<file path="src/rtl/fpu_issue_stage.sv">
// Issue/retire wrapper around the combinational fpu: registers one operation,
// holds it for an opcode-dependent number of cycles, then hands the result downstream.
module fpu_issue_stage #(
    parameter int unsigned LAT_SIMPLE = 1,
    parameter int unsigned LAT_ADD    = 2,
    parameter int unsigned LAT_MUL    = 3,
    parameter int unsigned LAT_DIV    = 8,
    parameter int unsigned LAT_FMA    = 4,
    parameter int unsigned CNT_W      = 4
) (
    input  logic        CLK,
    input  logic        RESET,
    input  logic        FLUSH,
    input  logic        IN_VALID,
    output logic        IN_READY,
    input  logic [31:0] IN_DATA1,
    input  logic [31:0] IN_DATA2,
    input  logic [31:0] IN_DATA3,
    input  logic [4:0]  IN_SELECT,
    input  logic [4:0]  IN_RD,
    output logic [31:0] FPU_DATA1,
    output logic [31:0] FPU_DATA2,
    output logic [31:0] FPU_DATA3,
    output logic [4:0]  FPU_SELECT,
    input  logic [31:0] FPU_RESULT,
    output logic        OUT_VALID,
    input  logic        OUT_READY,
    output logic [31:0] OUT_RESULT,
    output logic [4:0]  OUT_RD
);

    localparam logic [1:0] S_IDLE = 2'd0;
    localparam logic [1:0] S_BUSY = 2'd1;
    localparam logic [1:0] S_DONE = 2'd2;

    logic [1:0]       state_q, state_d;
    logic [CNT_W-1:0] cnt_q, cnt_d;
    logic [31:0]      fpu_data1_q, fpu_data1_d;
    logic [31:0]      fpu_data2_q, fpu_data2_d;
    logic [31:0]      fpu_data3_q, fpu_data3_d;
    logic [4:0]       fpu_select_q, fpu_select_d;
    logic [4:0]       rd_q, rd_d;
    logic             out_valid_q, out_valid_d;
    logic [31:0]      out_result_q, out_result_d;
    logic [4:0]       out_rd_q, out_rd_d;
    logic             in_ready;
    logic             accept;

    // Counter preload is latency minus one so a zero count means "capture this edge".
    function automatic logic [CNT_W-1:0] lat_load(input logic [4:0] sel);
        int unsigned lat;
        case (sel)
            5'b00001, 5'b00010:                         lat = LAT_ADD;
            5'b00011:                                   lat = LAT_MUL;
            5'b00100, 5'b01101:                         lat = LAT_DIV;
            5'b01110, 5'b01111, 5'b10000, 5'b10001:     lat = LAT_FMA;
            default:                                    lat = LAT_SIMPLE;
        endcase
        return CNT_W'(lat - 1);
    endfunction

    always_comb begin
        in_ready = !RESET && !FLUSH &&
                   ((state_q == S_IDLE) || ((state_q == S_DONE) && OUT_READY));
        accept   = IN_VALID && in_ready;

        state_d      = state_q;
        cnt_d        = cnt_q;
        fpu_data1_d  = fpu_data1_q;
        fpu_data2_d  = fpu_data2_q;
        fpu_data3_d  = fpu_data3_q;
        fpu_select_d = fpu_select_q;
        rd_d         = rd_q;
        out_valid_d  = out_valid_q;
        out_result_d = out_result_q;
        out_rd_d     = out_rd_q;

        case (state_q)
            S_BUSY: begin
                if (cnt_q != '0) begin
                    cnt_d = cnt_q - CNT_W'(1);
                end else begin
                    out_result_d = FPU_RESULT;
                    out_rd_d     = rd_q;
                    out_valid_d  = 1'b1;
                    state_d      = S_DONE;
                end
            end
            S_DONE: begin
                if (OUT_READY) begin
                    out_valid_d = 1'b0;
                    state_d     = S_IDLE;
                end
            end
            default: state_d = S_IDLE;
        endcase

        // An accept in DONE overrides the return to IDLE set just above.
        if (accept) begin
            fpu_data1_d  = IN_DATA1;
            fpu_data2_d  = IN_DATA2;
            fpu_data3_d  = IN_DATA3;
            fpu_select_d = IN_SELECT;
            rd_d         = IN_RD;
            cnt_d        = lat_load(IN_SELECT);
            state_d      = S_BUSY;
        end

        if (FLUSH) begin
            state_d     = S_IDLE;
            out_valid_d = 1'b0;
            cnt_d       = '0;
        end
    end

    always_ff @(posedge CLK) begin
        if (RESET) begin
            state_q      <= S_IDLE;
            cnt_q        <= '0;
            fpu_data1_q  <= '0;
            fpu_data2_q  <= '0;
            fpu_data3_q  <= '0;
            fpu_select_q <= '0;
            rd_q         <= '0;
            out_valid_q  <= 1'b0;
            out_result_q <= '0;
            out_rd_q     <= '0;
        end else begin
            state_q      <= state_d;
            cnt_q        <= cnt_d;
            fpu_data1_q  <= fpu_data1_d;
            fpu_data2_q  <= fpu_data2_d;
            fpu_data3_q  <= fpu_data3_d;
            fpu_select_q <= fpu_select_d;
            rd_q         <= rd_d;
            out_valid_q  <= out_valid_d;
            out_result_q <= out_result_d;
            out_rd_q     <= out_rd_d;
        end
    end

    assign IN_READY   = in_ready;
    assign FPU_DATA1  = fpu_data1_q;
    assign FPU_DATA2  = fpu_data2_q;
    assign FPU_DATA3  = fpu_data3_q;
    assign FPU_SELECT = fpu_select_q;
    assign OUT_VALID  = out_valid_q;
    assign OUT_RESULT = out_result_q;
    assign OUT_RD     = out_rd_q;

endmodule

</file>
<file path="config.mk">
export PLATFORM = sky130hd
export DESIGN_NAME = fpu_issue_stage
export DESIGN_NICKNAME = d
export VERILOG_FILES = /design/src/rtl/fpu_issue_stage.sv
export SDC_FILE = /design/constraint.sdc
export NUM_CORES = 1
export LEC_CHECK = 0
export ABC_AREA = 1
export BUFFER_PORTS_ARGS = -buffer_cell sky130_fd_sc_hd__buf_4
export CAP_MARGIN = 20
export CELL_PAD_IN_SITES_DETAIL_PLACEMENT = 1
export CELL_PAD_IN_SITES_GLOBAL_PLACEMENT = 1
export CORE_MARGIN = 10
export CORE_UTILIZATION = 24
export DETAILED_ROUTE_END_ITERATION = 16
export HOLD_SLACK_MARGIN = 0.02
export MAX_ROUTING_LAYER = met4
export PLACE_DENSITY_LB_ADDON = 0.2
export SETUP_SLACK_MARGIN = 0.05
export SYNTH_ARGS = -nofsm -noshare
export SYNTH_HDL_FRONTEND = slang
export SYNTH_SLANG_ARGS = --single-unit
</file>
<file path="constraint.sdc">
create_clock -name CLK -period 3.7 [get_ports CLK]
set_clock_uncertainty 0.2 [all_clocks]
set_input_delay 0.37 -clock CLK [delete_from_list [all_inputs] [get_ports CLK]]
set_output_delay 0.37 -clock CLK [all_outputs]
set_load 0.05 [all_outputs]
</file>
### Word-level counts from Yosys, hierarchy flattened

Memories as Yosys holds them, arrays and structs flattened.
Index checks and enable logic that the tools add are counted.

* ROM bits: 128
* output and inout bits: 140
* memories: 1
* logic and storage cells: 51
* input port bits: 143
* register bits after elaboration: 150

* multiplexer cells: 11
* equality and inequality tests: 6
* reductions and logical operators: 19
* bitwise gates (word level): 1
* add/subtract/negate cells: 2

Memory list
* (name not given): words 32, width 4, read ports 1, clocked after Yosys merged registers in 0, write ports 0, line 52 `case (sel)`

Operator list (count)
* two-way mux 4 bit: 4
* AND reduction 2 bit: 4
* subtractor 4 x 1 -> 4 bit (second input constant): 2
* inequality test 3 bit (second input constant): 2
* nonzero test 2 bit: 3
* logical AND 1 bit: 4
* two-way mux 2 bit: 2
* inequality test 2 bit (second input constant): 2
* case mux 2 bit (2 select lines): 1
* nonzero test 4 bit: 1
* two-way mux 1 bit: 3
* AND reduction 3 bit: 1
* OR reduction 3 bit: 1
* == test 2 x 1 -> 1 bit (second input constant): 1
* == test 2 bit (second input constant): 1
* logical NOT 1 bit: 2
* logical NOT 2 bit: 1
* case mux 1 bit (2 select lines): 1
* OR reduction 2 bit: 1
* logical OR 1 bit: 1
* inverter 1 bit: 1

### Depth between registers and ports, before layout

* depth after elaboration: 8
* mapped depth: 13

### Least setup slack after synthesis

No wires, ideal clock.

* kind: input-to-reg
* from: input IN_SELECT[1]
* to: register cnt_q[2]
* data required time: 3.430 ns
* stages: 10
* arrival time: 1.493 ns
* setup slack: 1.937 ns
* cell sequence: inv_1 ha_1 a21oi_1 nand2_1 nand3_1 nand2_2 ha_1 xnor2_1 nand2_1 a21oi_1

* longest elaborated chain between the ends: 4

RTL lines
* from (decl): line 19 `input logic [4:0] IN_SELECT,`
* memory read (32 x 4 bit)
* two-way mux 4 bit: line 99 `if (accept) begin`
* subtractor 4 x 1 -> 4 bit: line 59 `return CNT_W'(lat - 1);`
* two-way mux 4 bit: line 99
* to (signal assigned): line 130 `cnt_q <= cnt_d;`
* to (decl): line 37 `logic [CNT_W-1:0] cnt_q, cnt_d;`

Every way passes these cells. The select of a mux whose other input is x is not followed.
A chain may end at the register's enable or synchronous reset.

### Worst setup path in the final report

* from: input RESET
* to: register cnt_q[3]

* longest elaborated chain between the ends: 6
* elaborated cells between the ends (all ways): 9
* classes of those cells: mux (1); reduce/logical (8)

RTL lines
* from (decl): line 12 `input logic RESET,`
* logical NOT 1 bit: line 63 `in_ready = !RESET && !FLUSH &&`
* logical AND 1 bit (2 in series): line 63
* logical AND 1 bit: line 65 `accept = IN_VALID && in_ready;`
* nonzero test 2 bit (no source line)
* AND reduction 2 bit (no source line)

Several ways; a longest one is shown, not always the timed one.

==> results by group <==
Run status
  – Status: finished clean

Yosys
  – Synthesized cell area: 5492 um^2
  – Synthesis Warnings: 0
  – Post-Syn Instances: 706
  – Unique masters post-synth: 22
  – Flops & latches, synth: 150
  – Synth area leaders: dfxtp_1 (55%), nor2_1 (19%), o21ai_0 (11%)
  – Seq/Total Area, Yosys: 0.5468
  – Yosys top cell by area: dfxtp_1
  – Synthesized net count: 852
  – Top-area cell type share of the netlist area: 0.5468
  – Synth Area per Inst: 7.778 um^2

Clock network
  – H-Tree Depth: 4
  – Cts bufs inserted: 17
  – TritonCTS clock tree: done
  – Worst-path clk slew: 70 ps
  – Setup Buffers After CTS: 0
  – PostCTS Resize Cnt: 0
  – Clock root cell: clkbuf_16
  – Post-CTS Hold Fix Bufs: 136
  – Sink Count: 150
  – Clk_lat worst skew: 420 ps
  – Worst-case clock buffer depth: 2

Min path
  – Worst hold path class: in2reg
  – WHS Path Cells: 3
  – Worst min-delay path endpoint: rd_q[0]
  – Min-Delay Startpoint: IN_RD[0]

Die
  – Die H: 171.3 um
  – Core area: 22,570 um^2
  – Die area: 29,330 um^2
  – Row count: 55
  – IO Pins: 283
  – Starting density of the core: 0.2433
  – Die width: 171.3 um

Timing
  – RSZ-0062 raised after global routing: false
  – Max Fclk: 357.9 MHz
  – Final setup viols: 0
  – Worst Tran Pin Value: 720.7 ps
  – Fin crit share: 0.7552
  – Slew Limit Fails: 0
  – Final hold viol count: 0
  – Worst relative slew slack: 0.5195
  – Setup WS post-layout: 905.7 ps
  – Min Tclk post-route: 2794 ps
  – Hold WS: 46.97 ps
  – Setup tns final: 0 ps

Setup path
  – CP Data Required Time: 3820 ps
  – CP endpoint kind: register
  – Crit-path max FO: 72
  – Worst R2R Setup Slack: 1220 ps
  – RR Endpoint: cnt_q[3]
  – CP arrival: 2920 ps
  – CP startpoint kind: input port
  – Crit path launch: RESET
  – Worst r2r path cells: 10
  – Crit Path Class: in2reg
  – R2R Path Start: state_q[1]

Cells and area
  – Syn-to-layout area delta: 76.99%
  – Fin nets: 1,250
  – Area of the multi-input gates: 2130 um^2
  – FF/Latch Area: 3003 um^2
  – Final non-filler cell total: 1,402
  – # fillers: 2,679
  – ANT cells: 0
  – Layout cells sized above 1: 0.2954

Placement
  – Gpl congestion: 0.7271
  – Dpl ws: 1008 ps
  – HPWL after detailed placement: 15,270 um
  – Cells after DPL: 1,234
  – # port buffers: 282

Run
  – Max Cap Violations: 0

Power and ir drop
  – Peak VDD IR: 246.3 uV
  – Power Total: 4.341 mW
  – Leak Pwr: 4.468 nW
  – PwrDens: 446.6 nW/um^2

Global route
  – Tot GR Track Use: 0.1581
  – Antenna violations before repair: 0
  – GRT overflow: 0
  – Pin count of the biggest net entering global routing: 79
  – Vias in the first global route: 6,264
  – First-pass GRT wire length: 35,330 um

Drt
  – WL/cell: 16.39 um
  – Iteration-0 DRC count of the detailed router: 271
  – Drt pass-1 iters: 4
  – Final ANT Viol Nets: 0
  – Total Routed Length: 22,980 um
  – Post-route DRC violation count: 0
  – Via count: 5,999
  – Avg Vias per Cell: 4.279
-- kinds of logic (layout without fill, tap and decap cells) --
logic type | Yosys count | in the layout | share of synthesized area
and+or+nand+nor | 325 | 325 | 0.2347
buffers and inverters | 70 | 481 | 0.06653
AOI/OAI and AO/OA | 157 | 157 | 0.1435
adders and majority gates | 3 | 3 | 0.006836
xor gates and xnor gates | 1 | 1 | 0.001595
DFF | 150 | 150 | 0.5468
-- cells in the mapped netlist --
cell type    n
a211oi_1     1
a21oi_1     11
buf_2       10
buf_6       12
clkbuf_1    24
clkinv_1     1
dfxtp_1    150
ha_1         3
inv_1       22
inv_2        1
nand2_1     23
nand2_2      3
nand3_1      7
nand3_2      1
nand4_1      3
nand4_4      1
nor2_1     284
nor2_4       2
nor3_2       1
o21ai_0    126
o21ai_1     19
xnor2_1      1
-- worst max-delay path: stages --
cell and delay, ps:
dlygate4sd3_1 550, buf_4 160, nor2_4 190, nand4_4 480, buf_4 530, nor2_1 200
a21oi_1 80, nand3_1 120, nand3_1 70, nand2_1 70, inv_1 40
-- layout by cell type, fill, tap and decap left out, types with 2 or more instances in the layout --
master / netlist / routed
nand2_1: 23 / 23
clkbuf_16: 0 / 17
inv_8: 0 / 3
nand4_1: 3 / 3
nand2_2: 3 / 3
bufinv_16: 0 / 2
nor2_1: 284 / 284
inv_1: 22 / 21
nand3_1: 7 / 7
dlygate4sd3_1: 0 / 136
o21ai_0: 126 / 126
a21oi_1: 11 / 11
o21ai_1: 19 / 19
nor2_4: 2 / 2
buf_4: 0 / 289
inv_6: 0 / 6
dfxtp_1: 150 / 150
ha_1: 3 / 3
-- layer usage --
| layer | vias up | wire length, um | global-route usage |
|---|---|---|---|
| met4 | 0 | 348 | 0.04991 |
| li1 | 3057 | - | - |
| met2 | 161 | 11290 | 0.2611 |
| met5 | - | 0 | - |
| met1 | 2757 | 9916 | 0.1806 |
| met3 | 24 | 1434 | 0.04767 |
-- sequential cells by signal, indices dropped and copies added, names as in the netlist --
signal      cells
cnt_q           4
FPU_DATA3      32
rd_q            5
FPU_SELECT      5
OUT_RD          5
OUT_RESULT     32
OUT_VALID       1
FPU_DATA1      32
FPU_DATA2      32
state_q         2
-- through the flow --
stage,util,instance area [um^2]
finish,0.4306,9719
global route,0.4306,9719
CTS,0.4306,9719
detailed placement,0.3433,7750
global placement,0.3433,7750
floorplan,-,5492
-- power by group --
part	leakage [nW]	switching, mW	internal (mW)
clock	0.295	0.785	1.03
sequential	1.22	0.0357	1.69
combinational	2.95	0.468	0.338
total	4.47	1.29	3.05
-- how the worst max path moves through the flow --
stage               end  slack [ps]  cells after the start
2_1_floorplan  cnt_q[2]        1940                     10
3_3_place_gp   cnt_q[3]        1030                     10
3_5_place_dp   cnt_q[3]        1010                     10
4_1_cts        cnt_q[3]         880                     11
5_1_grt        cnt_q[3]         700                     11
6_report       cnt_q[3]         910                     11
-- final cells by class --
cell class / instances / share of cell area
repair buffers: 425 / 0.3633
flip-flops and latches: 150 / 0.3090
multi-input cells: 486 / 0.2191
clock buffers: 18 / 0.04416
well taps: 285 / 0.03669
clock inverters: 14 / 0.01841
inverters: 24 / 0.009398
Note: power is estimated with default switching activity, not from simulation.
